$ cat src/rtl/dispatch_queue_pkg.sv
// Shared constants for the instruction queue: data widths, load/store opcodes
// and the routing helper that picks the dispatch target.
package dispatch_queue_pkg;

    localparam int INST_WID   = 32;
    localparam int ADDR_WID   = 32;
    localparam int OPCODE_WID = 7;
    localparam int ENTRY_WID  = INST_WID + ADDR_WID + 1;

    localparam logic [OPCODE_WID-1:0] OPCODE_L = 7'b0000011;
    localparam logic [OPCODE_WID-1:0] OPCODE_S = 7'b0100011;

    // Loads and stores go to the LSB; everything else goes to the RS.
    function automatic logic is_lsb_op(input logic [INST_WID-1:0] inst);
        return (inst[OPCODE_WID-1:0] == OPCODE_L) || (inst[OPCODE_WID-1:0] == OPCODE_S);
    endfunction

endpackage

$ cat src/rtl/dispatch_queue_if.sv
// Ifetch, decoder and back-end occupancy signals around the dispatch queue.
// The queue takes the slave side; the fetch/decode environment takes the master side.
interface dispatch_queue_if;
    import dispatch_queue_pkg::*;

    logic                if_inst_rdy;
    logic [INST_WID-1:0] if_inst;
    logic [ADDR_WID-1:0] if_inst_pc;
    logic                if_pre_jump;
    logic                iq_full;
    logic                rob_full;
    logic                rs_full;
    logic                lsb_full;
    logic                dec_inst_rdy;
    logic [INST_WID-1:0] dec_inst;
    logic [ADDR_WID-1:0] dec_pc;
    logic                dec_pre_jump;
    logic                iq_ovf;

    modport master (
        output if_inst_rdy, if_inst, if_inst_pc, if_pre_jump,
        output rob_full, rs_full, lsb_full,
        input  iq_full, dec_inst_rdy, dec_inst, dec_pc, dec_pre_jump, iq_ovf
    );

    modport slave (
        input  if_inst_rdy, if_inst, if_inst_pc, if_pre_jump,
        input  rob_full, rs_full, lsb_full,
        output iq_full, dec_inst_rdy, dec_inst, dec_pc, dec_pre_jump, iq_ovf
    );

endinterface

$ cat src/rtl/dispatch_queue_iq_fifo_mem.sv
// Queue entry storage: one synchronous write port and one asynchronous read port.
// No reset; the queue's pointers and count decide which entries are meaningful.
module iq_fifo_mem #(
    parameter int DEPTH = 16,
    parameter int PTR_W = 4,
    parameter int WID   = 65
) (
    input  logic             clk,
    input  logic             we,
    input  logic [PTR_W-1:0] waddr,
    input  logic [WID-1:0]   wdata,
    input  logic [PTR_W-1:0] raddr,
    output logic [WID-1:0]   rdata
);

    logic [WID-1:0] mem [DEPTH];

    always_ff @(posedge clk) begin
        if (we) mem[waddr] <= wdata;
    end

    assign rdata = mem[raddr];

endmodule

$ cat src/rtl/dispatch_queue.sv
// Instruction queue between ifetch and decode: buffers fetched instructions and
// issues the head once the ROB and its target unit can take it; flushes on rollback.
module dispatch_queue
    import dispatch_queue_pkg::*;
#(
    parameter int DEPTH = 16,
    parameter int PTR_W = 4
) (
    input  logic clk,
    input  logic rst,
    input  logic rdy,
    input  logic rollback,
    dispatch_queue_if.slave iq
);

    // state | meaning
    // RUN   | normal push/pop
    // FLUSH | one cycle after rollback; drops stale fetches still in flight
    typedef enum logic {RUN = 1'b0, FLUSH = 1'b1} state_t;

    localparam logic [PTR_W:0] CNT_MAX = (PTR_W+1)'(DEPTH);
    localparam logic [PTR_W:0] CNT_HI  = (PTR_W+1)'(DEPTH - 1);

    state_t               state;
    logic [PTR_W-1:0]     head;
    logic [PTR_W-1:0]     tail;
    logic [PTR_W:0]       count;
    logic                 ovf;
    logic [ENTRY_WID-1:0] head_entry;
    logic [ENTRY_WID-1:0] wr_entry;
    logic                 run;
    logic                 tgt_full;
    logic                 pop;
    logic                 push;
    logic                 wr_en;

    assign run      = (state == RUN);
    assign tgt_full = is_lsb_op(head_entry[ENTRY_WID-1 -: INST_WID]) ? iq.lsb_full : iq.rs_full;
    assign pop      = rst & rdy & !rollback & run & (count != '0) & !iq.rob_full & !tgt_full;
    assign push     = iq.if_inst_rdy & rdy & !rollback & run;
    // A full queue still accepts a push when the head leaves on the same edge.
    assign wr_en    = push & ((count != CNT_MAX) | pop);
    assign wr_entry = {iq.if_inst, iq.if_inst_pc, iq.if_pre_jump};

    // One entry of slack so ifetch may register iq_full without overrunning.
    assign iq.iq_full      = !rst | (state == FLUSH) | (count >= CNT_HI);
    assign iq.dec_inst_rdy = pop;
    assign iq.dec_inst     = head_entry[ENTRY_WID-1 -: INST_WID];
    assign iq.dec_pc       = head_entry[ADDR_WID:1];
    assign iq.dec_pre_jump = head_entry[0];
    assign iq.iq_ovf       = ovf;

    iq_fifo_mem #(
        .DEPTH (DEPTH),
        .PTR_W (PTR_W),
        .WID   (ENTRY_WID)
    ) u_mem (
        .clk   (clk),
        .we    (wr_en),
        .waddr (tail),
        .wdata (wr_entry),
        .raddr (head),
        .rdata (head_entry)
    );

    always_ff @(posedge clk or negedge rst) begin
        if (!rst) begin
            state <= RUN;
            head  <= '0;
            tail  <= '0;
            count <= '0;
            ovf   <= 1'b0;
        end else if (rdy) begin
            case (state)
                RUN: begin
                    if (rollback) begin
                        state <= FLUSH;
                        head  <= '0;
                        tail  <= '0;
                        count <= '0;
                    end else begin
                        if (pop)   head <= head + 1'b1;
                        if (wr_en) tail <= tail + 1'b1;
                        if (wr_en && !pop)      count <= count + 1'b1;
                        else if (pop && !wr_en) count <= count - 1'b1;
                        if (push && !wr_en) ovf <= 1'b1;
                    end
                end
                FLUSH:   state <= RUN;
                default: state <= RUN;
            endcase
        end
    end

endmodule
$ cat src/flat_wrapper.sv
// flat-port wrapper written by rule: the top's interface ports become plain ports
module dispatch_queue_flat import dispatch_queue_pkg::*;
#(
    parameter int DEPTH = 16,
    parameter int PTR_W = 4
)
  (clk, rst, rdy, rollback, iq_if_inst_rdy, iq_if_inst, iq_if_inst_pc, iq_if_pre_jump, iq_rob_full, iq_rs_full, iq_lsb_full, iq_iq_full, iq_dec_inst_rdy, iq_dec_inst, iq_dec_pc, iq_dec_pre_jump, iq_iq_ovf);
  dispatch_queue_if iq_i ();
  input  logic clk;
  input  logic rst;
  input  logic rdy;
  input  logic rollback;
  input wire logic [$bits(iq_i.if_inst_rdy)-1:0] iq_if_inst_rdy;
  input wire logic [$bits(iq_i.if_inst)-1:0] iq_if_inst;
  input wire logic [$bits(iq_i.if_inst_pc)-1:0] iq_if_inst_pc;
  input wire logic [$bits(iq_i.if_pre_jump)-1:0] iq_if_pre_jump;
  input wire logic [$bits(iq_i.rob_full)-1:0] iq_rob_full;
  input wire logic [$bits(iq_i.rs_full)-1:0] iq_rs_full;
  input wire logic [$bits(iq_i.lsb_full)-1:0] iq_lsb_full;
  output wire logic [$bits(iq_i.iq_full)-1:0] iq_iq_full;
  output wire logic [$bits(iq_i.dec_inst_rdy)-1:0] iq_dec_inst_rdy;
  output wire logic [$bits(iq_i.dec_inst)-1:0] iq_dec_inst;
  output wire logic [$bits(iq_i.dec_pc)-1:0] iq_dec_pc;
  output wire logic [$bits(iq_i.dec_pre_jump)-1:0] iq_dec_pre_jump;
  output wire logic [$bits(iq_i.iq_ovf)-1:0] iq_iq_ovf;
  assign iq_i.if_inst_rdy = iq_if_inst_rdy;
  assign iq_i.if_inst = iq_if_inst;
  assign iq_i.if_inst_pc = iq_if_inst_pc;
  assign iq_i.if_pre_jump = iq_if_pre_jump;
  assign iq_i.rob_full = iq_rob_full;
  assign iq_i.rs_full = iq_rs_full;
  assign iq_i.lsb_full = iq_lsb_full;
  assign iq_iq_full = iq_i.iq_full;
  assign iq_dec_inst_rdy = iq_i.dec_inst_rdy;
  assign iq_dec_inst = iq_i.dec_inst;
  assign iq_dec_pc = iq_i.dec_pc;
  assign iq_dec_pre_jump = iq_i.dec_pre_jump;
  assign iq_iq_ovf = iq_i.iq_ovf;
  dispatch_queue #(.DEPTH(DEPTH), .PTR_W(PTR_W)) u_core (.clk(clk), .rst(rst), .rdy(rdy), .rollback(rollback), .iq(iq_i));
endmodule
$ cat config.mk
export PLATFORM = sky130hd
export DESIGN_NAME = dispatch_queue_flat
export DESIGN_NICKNAME = d
export VERILOG_FILES = /design/src/rtl/dispatch_queue_pkg.sv /design/src/rtl/dispatch_queue_if.sv /design/src/rtl/dispatch_queue_iq_fifo_mem.sv /design/src/rtl/dispatch_queue.sv /design/src/flat_wrapper.sv
export SDC_FILE = /design/constraint.sdc
export NUM_CORES = 1
export LEC_CHECK = 0
export BUFFER_PORTS_ARGS = -buffer_cell sky130_fd_sc_hd__buf_4
export CORE_MARGIN = 2
export CORE_UTILIZATION = 66
export DETAILED_ROUTE_END_ITERATION = 6
export GPL_ROUTABILITY_DRIVEN = 0
export GPL_TIMING_DRIVEN = 0
export PLACE_DENSITY = 0.84
export SLEW_MARGIN = 10
export SYNTH_ARGS = -nofsm -noshare
export SYNTH_HDL_FRONTEND = slang
export SYNTH_SLANG_ARGS = --single-unit
$ cat constraint.sdc
create_clock -name clk -period 11.5 [get_ports clk]
set_input_delay 2.875 -clock clk [delete_from_list [all_inputs] [get_ports clk]]
set_output_delay 2.875 -clock clk [all_outputs]
set_load 0.03 [all_outputs]
Word level (Yosys, flattened, before mapping)
Memories as Yosys holds them, arrays and structs flattened.
Index checks and enable logic that the tools add are counted.

word-level totals
  register bits after elaboration = 15
  memory bits (writable) = 1040
  bits of input ports = 73
  output and inout bits = 68
  logic and storage cells = 59
  memories kept = 1

memories
  name              depth  width  rd ports  clocked after Yosys merged registers in  wr ports  line                              source
  u_core.u_mem.mem  16     65     1         0                                        1         dispatch_queue_iq_fifo_mem.sv:16  logic [WID-1:0] mem [DEPTH];

operators by class
  add/sub/neg operators = 4
  order comparisons = 1
  eq/ne operators = 3
  mux-type cells = 12
  bitwise gates (word level) = 15
  reductions and logical operators = 18

operators by type and width
  kind                 number
  $mux 4               4
  $mux 5               3
  $and 1x1->1          10
  $reduce_and 3->1     3
  $add 4x1->4 const B  2
  $eq 7x2->1 const B   1
  $eq 7x6->1 const B   1
  $logic_not 1->1      6
  $add 5x1->5 const B  1
  $ge 5x4->1 const B   1
  $ne 5x5->1 const B   1
  $reduce_bool 5->1    1
  $sub 5x1->5 const B  1
  $mux 1               4
  $reduce_and 4->1     1
  $reduce_bool 2->1    2
  $logic_and 1x1->1    3
  $or 1x1->1           3
  $reduce_bool 3->1    1
  $not 1->1            2
  $pmux 1 s2           1
  $logic_or 1x1->1     1

Depth between registers and ports, before layout
Gate-level depths: netlist of the first run.

  depth in word-level cells = 13
  depth in mapped cells = 17
  gate-level depth less buffers = 13

By module
From an unflattened synthesis of the first run, not the netlist that was laid out.

unflattened totals
  cells, all modules = 1707
  area total of the unflattened synthesis = 39914.5 sq um

by module, submodules not included
  module          times used  cells each  area an instance (sq um)  seq. area each (sq um)
  iq_fifo_mem     1           1608        38938.6                   31230.0
  dispatch_queue  1           99          975.9                     375.4

Worst setup path after synthesis of the first run
OpenSTA, ideal clock, no wires.

  kind = in2out
  from = in rdy
  to = out iq_dec_inst_rdy
  arrival time = 4.402 ns
  setup slack = 4.223 ns
  stages = 6
  buffers on the path = 1
  cell sequence = nor2b_1 -> nor4bb_1 -> o21ai_0 -> a311oi_4 -> or2_1 -> buf_2

on the way
  longest elaborated chain between the ends = 6

RTL lines
  what                       line                  source
  start, declared            flat_wrapper.sv:11    input logic rdy;
  $and 1x1->1 (6 in series)  dispatch_queue.sv:39  assign pop = rst & rdy & !rollback & run & (count != '0) & !iq.rob_full & !tgt_full;
  end, declared              flat_wrapper.sv:21    output wire logic [$bits(iq_i.dec_inst_rdy)-1:0] iq_dec_inst_rdy;

No other way between the ends.

Final worst setup path of the first run
Same ends and word-level chain as after synthesis.

==> run summary, run 1 <==
Setup crit start kind: input pin
Post-Syn Instances: 1593
NumNets Final: 1932
Routed WL per cell: 37.80 um
Hold endpoint: u_core.iq.iq_ovf
Worst Path Required: 8.63 ns
Reg area: 31610 um^2
CP endpoint kind: output port
Clk_lat worst skew: 0.66 ns
Placed Area: 42710 um^2
Async S/R FF share, synth: 1.422%
Synthesis Warnings: 0
Final Critical Period: 8.128 ns
TNS Setup: 0 ns
DRT iter0 DRCs: 2945
Mean post-synth cell area: 25.22 um^2
Setup Skew: 0.02841 ns
Area grow syn2layout: 14.35%
Die area: 62870 um^2
Maximum fanout along the worst path: 8
Final core utilization: 76.26%
Slew @ Worst Pin: 1.200 ns
First-pass GRT wire length: 146400 um
Most frequent cells in the layout: edfxtp_1, mux4_2, buf_4
Synth area leader: edfxtp_1
Hold path depth: 2
I/O pin total: 141
Final Cycle Share: 70.68%
Worst reg2reg path depth: 16
Flop2flop setup slack: 5.98 ns
PortBufs: 139
H-tree depth: 3
Ranking of synthesized cells by area: edfxtp_1, mux4_2, dfrtp_1, clkbuf_1, mux2i_1
VDD IR max: 0.0001321 V
Worst setup margin: 3.372 ns
Final wirelength: 102500 um
Hold path startpoint: u_core.iq.iq_ovf
Max-cap violation count: 0
Routed Antenna Nets: 0
Reg-to-reg endpoint: u_core.count[4]
Vias in the first global route: 20.71k
Pre-antenna DRT Iters: 6
Die Wd: 250.7 um
Hold Violations, Final: 0
Post-Syn Nets: 1676
Status: finished, final reports clean
Sequential share of the synthesized area: 78.66%
Yosys reg bits: 1055
Clock Sinks: 1055
Syn Std Cell Area: 40180 um^2
Largest net degree at the start of global routing: 41
Post-synth top area share: 77.73%
Most common cell after layout, fill and taps aside: edfxtp_1
Dpl hpwl: 51690 um
Unrepaired setup endpoints after global routing: false
Hold_buf cts: 0
Fillcell total: 2867
WS Path Type: in2out
CTS tree: done
Post-CTS setup buffers: 0
FMAX: 123.0 MHz
Endpoints failing setup: 0
Total Routing Usage GR: 33.65%
Core ar.: 60250 um^2
Starting Density: 66.69%
WP data arrival: 5.25 ns
Final Slew Violations: 0
Clk slew on worst S/H paths: 0.06 ns
Dpl ws: 3.765 ns
Max-slew headroom: 20.03%
Share of cells above drive strength 1: 34.11%
CTS Root Cell: clkbuf_16
Fin area: 45940 um^2
Initial antenna violation count: 5
WHS: 0.4791 ns
Synth cell types: 56
Hold WC Path Type: reg2reg
EDFF count, synth: 1040
Remaining DRCs: 0
Non-filler cells in the finished layout: 2713
Rows: 90
Routed via count: 19.86k
Area of the multi-input gates: 8279 um^2
Num CTS Buffers: 99
Chip height: 250.7 um
P per Cell Area: 192.4 nW/um^2
Resize count post-CTS: 0
Overflow after GRT: 0
Tot Pwr: 8.841 mW
Post-DR vias/cell: 7.322
Cells after DPL: 2530
Leakage: 14.34 nW
Clock Tree Buf Depth: 3
Main flop type after synthesis: edfxtp_1
Reg2Reg Launch Point: u_core.head[2]
[flip-flops by register name, indices dropped and copies added (netlist names)]
| name | flops |
|---|---|
| u_core.tail | 4 |
| u_core.state | 1 |
| u_core.u_mem.mem | 1040 |
| u_core.iq.iq_ovf | 1 |
| u_core.count | 5 |
| u_core.head | 4 |
[critical path, cell delays in order]
cell and delay [ns]:
buf_4 0.09, nor2b_1 0.34, nor4bb_1 0.42, o21ai_0 0.32
a311oi_4 0.56, or2_1 0.18, buf_2 0.26, buf_4 0.21
[final cells by class]
| cell class | count | area share, % |
|---|---|---|
| buffer | 80 | 0.7326 |
| timing repair buffer | 155 | 3.230 |
| multi-input combinational | 450 | 18.02 |
| sequential | 1055 | 68.79 |
| clock buffer | 116 | 5.670 |
| tap | 782 | 2.130 |
| clock inverter | 62 | 1.334 |
| inverter | 8 | 0.06536 |
| antenna | 5 | 0.02723 |
[layer usage]
metal | GRT usage, % | up-vias | wire, um
met5 | 0 | - | 13
met4 | 14.59 | 2 | 4057
met3 | 6.420 | 322 | 10520
met2 | 57.10 | 1641 | 53510
met1 | 43.48 | 10420 | 34440
li1 | - | 7476 | -
[power by group]
group | total, mW | leakage, nW | switching, mW | internal (mW)
Sequential | 4.33 | 9.54 | 0.0353 | 4.29
Combinational | 1.23 | 3.22 | 0.705 | 0.522
Clock | 3.29 | 1.58 | 1.40 | 1.88
[cells in the mapped netlist (3+ instances only)]
master / count
buf_4: 4
clkbuf_1: 46
buf_2: 10
a31oi_1: 3
mux4_2: 312
mux2i_1: 16
a21oi_1: 5
nor2_1: 10
and4_1: 4
buf_1: 19
ha_1: 9
nand2_1: 6
or3_1: 3
o21ai_0: 5
nand3_1: 4
mux4_1: 4
mux2_2: 8
nor2b_1: 8
and3_1: 12
inv_1: 7
edfxtp_1: 1040
xnor2_1: 3
a221oi_1: 3
dfrtp_1: 15
[worst max-delay path by stage]
stage	from	end	cells past startpoint	slack [ns]
2_1_floorplan	rdy	iq_dec_inst_rdy	6	4.22
3_3_place_gp	rdy	u_core.u_mem.mem[8][28]	9	2.67
6_report	rdy	iq_dec_inst_rdy	8	3.37
3_5_place_dp	rdy	iq_dec_inst_rdy	8	3.76
5_1_grt	rdy	iq_dec_inst_rdy	8	3.34
4_1_cts	rdy	iq_dec_inst_rdy	8	3.51
[kinds of logic after synthesis]
family	count (synthesis)	share of synthesized area (%)
XOR/XNOR	3	0.06541
adder cells (fa/ha/maj)	10	0.3301
flip-flops	1055	78.66
buffers and inverters	88	0.9093
AND/OR/NAND/NOR	62	0.9187
multiplexers	340	18.37
AO/OA/AOI/OAI	35	0.7443
Power figures use the tool's default switching activity.
==> inputs of run 2 (changes only) <==
--- a/config.mk
+++ b/config.mk
@@ -7,11 +7,11 @@
 export LEC_CHECK = 0
 export BUFFER_PORTS_ARGS = -buffer_cell sky130_fd_sc_hd__buf_4
 export CORE_MARGIN = 2
-export CORE_UTILIZATION = 66
+export CORE_UTILIZATION = 55
 export DETAILED_ROUTE_END_ITERATION = 6
 export GPL_ROUTABILITY_DRIVEN = 0
 export GPL_TIMING_DRIVEN = 0
-export PLACE_DENSITY = 0.84
+export PLACE_DENSITY = 0.75
 export SLEW_MARGIN = 10
 export SYNTH_ARGS = -nofsm -noshare
 export SYNTH_HDL_FRONTEND = slang
==> constraint.sdc (replaced) <==
create_clock -name clk -period 7 [get_ports clk]
set_input_delay 1.75 -clock clk [delete_from_list [all_inputs] [get_ports clk]]
set_output_delay 1.75 -clock clk [all_outputs]
set_load 0.03 [all_outputs]
==> run 2 against run 1 <==
Net effect: die area increased by 20%; sequential share of layout area decreased by 0.44 points; clock power is 64% higher; design area increased by 0.65%; routed wire length is 9.1% lower; cell count rose by 6.7%; register-to-register slack worse by 4.3 ns; setup slack worse by 2.9 ns; largest power group unchanged.
==> run summary, run 2 (synthesis results as in run 1) <==
Status: finished, final reports clean
Max-slew headroom: 20.19%
Max-cap violation count: 0
Most frequent cells in the layout: edfxtp_1, mux4_2, buf_4
Dpl hpwl: 50290 um
Hold_buf cts: 0
Overflow after GRT: 0
Unrepaired setup endpoints after global routing: false
Top reg by flops: u_core.u_mem.mem
Pre-antenna DRT Iters: 6
Final wirelength: 93190 um
Maximum fanout along the worst path: 10
Clock Sinks: 1055
VDD IR max: 0.0001875 V
Leakage: 14.38 nW
Slowest CP cell: buf_1
Flop2flop setup slack: 1.69 ns
First-pass GRT wire length: 133600 um
Top flop regs: u_core.u_mem.mem: 1040 flops, u_core.count: 5 flops
NumNets Final: 1934
Share of cells above drive strength 1: 34.42%
Clk slew on worst S/H paths: 0.07 ns
Hold path startpoint: u_core.iq.iq_ovf
Hold path depth: 2
Routed WL per cell: 32.19 um
Fillcell total: 4674
PortBufs: 139
Starting Density: 55.35%
CP dominant cell by count: buf_4
Non-filler cells in the finished layout: 2895
Hold endpoint: u_core.iq.iq_ovf
Reg-to-reg endpoint: u_core.count[4]
Clock Tree Buf Depth: 3
Fin area: 46240 um^2
CTS Root Cell: clkbuf_16
CP Depth: 8
Rows: 99
Worst reg2reg path depth: 16
TNS Setup: 0 ns
Hold WC Path Type: reg2reg
Chip height: 274.3 um
Largest register FFs: 1040
Met2 wire len: 47900 um
Dpl ws: 1.114 ns
Worst setup margin: 0.4512 ns
Clk_lat worst skew: 0.66 ns
Most common cell after layout, fill and taps aside: edfxtp_1
Area grow syn2layout: 15.09%
Met3 WL: 8473 um
I/O pin total: 141
Placed Area: 42980 um^2
Worst Path Required: 5.25 ns
Post-DR vias/cell: 6.457
WP data arrival: 4.80 ns
WP buf/inv: 6
Cells along the critical path: buf_4 -> buf_4 -> buf_4 -> clkbuf_1 -> buf_1 -> mux4_2 -> mux4_2 -> buf_4
Crit-path leading delay family: buffers and inverters
Total Routing Usage GR: 25.30%
Largest net degree at the start of global routing: 42
Final Slew Violations: 0
Reg2Reg Launch Point: u_core.head[2]
Die Wd: 274.3 um
Top Layer Used: met5
Final Critical Period: 6.549 ns
Hold Violations, Final: 0
Slew @ Worst Pin: 1.197 ns
DRT iter0 DRCs: 2151
Setup Skew: 0.01996 ns
CTS tree: done
Setup crit start kind: flip-flop
Num CTS Buffers: 98
Final Cycle Share: 93.55%
P per Cell Area: 312.7 nW/um^2
DRT met1 WL: 34640 um
Routed Antenna Nets: 0
Vias in the first global route: 19.48k
Post-CTS setup buffers: 0
Endpoints failing setup: 0
H-tree depth: 3
Initial antenna violation count: 5
Resize count post-CTS: 0
Cells after DPL: 2710
Max stage delay on crit path: 0.93 ns
Core ar.: 72590 um^2
Routed via count: 18.69k
CP endpoint kind: output port
FMAX: 152.7 MHz
Remaining DRCs: 0
WS Path Type: reg2out
Die area: 75230 um^2
[run 2: worst max-delay path by stage]
stage,from,to,slack (ns)
CTS,u_core.head[0],iq_dec_inst[11],0.42
finish,u_core.head[0],iq_dec_inst[21],0.45
detailed placement,u_core.head[0],iq_dec_inst[21],1.11
global placement,rdy,u_core.u_mem.mem[11][15],-0.73
floorplan,rdy,u_core.u_mem.mem[11][0],1.55
global route,u_core.head[0],iq_dec_inst[21],0.16
[run 2: routing by layer]
layer / GRT usage, % / vias up
met5: 0 / -
met3: 5.657 / 170
met1: 33.79 / 9970
met2: 42.56 / 1066
li1: - / 7483
met4: 7.022 / 4
[run 2: where the power goes]
part | switching, mW | internal, mW
Clock | 2.28 | 3.14
Combinational | 1.10 | 0.854
Sequential | 0.0470 | 7.05
[run 2: tightest hold or removal path, delay by kind of cell, from the launching register on]
kind            cells  cell delay (ns)
flops               1             0.36
buf+inv             1             0.04
compound gates      1             0.05
[run 2: final cells by class]
type | instances | area, um^2 | area share (%)
Sequential cell | 1055 | 31610 | 68.35
Multi-Input combinational cell | 450 | 8279 | 17.90
Clock buffer | 120 | 2576 | 5.571
Timing Repair Buffer | 158 | 1529 | 3.306
Tap cell | 959 | 1200 | 2.595
Clock inverter | 61 | 676.9 | 1.464
Buffer | 80 | 336.6 | 0.7278
Inverter | 8 | 30.03 | 0.06494
Antenna cell | 4 | 10.01 | 0.02165
[run 2: stage by stage]
step	util [%]	hold WS (ns)	total power [mW]
6_report	63.71	0.4878	14.46
5_1_grt	63.70	0.5215	14.86
4_1_cts	63.69	0.4910	14.52
3_5_place_dp	59.21	0.4667	9.170
3_3_place_gp	58.44	0.4577	9.101
2_1_floorplan	-	0.5174	8.473
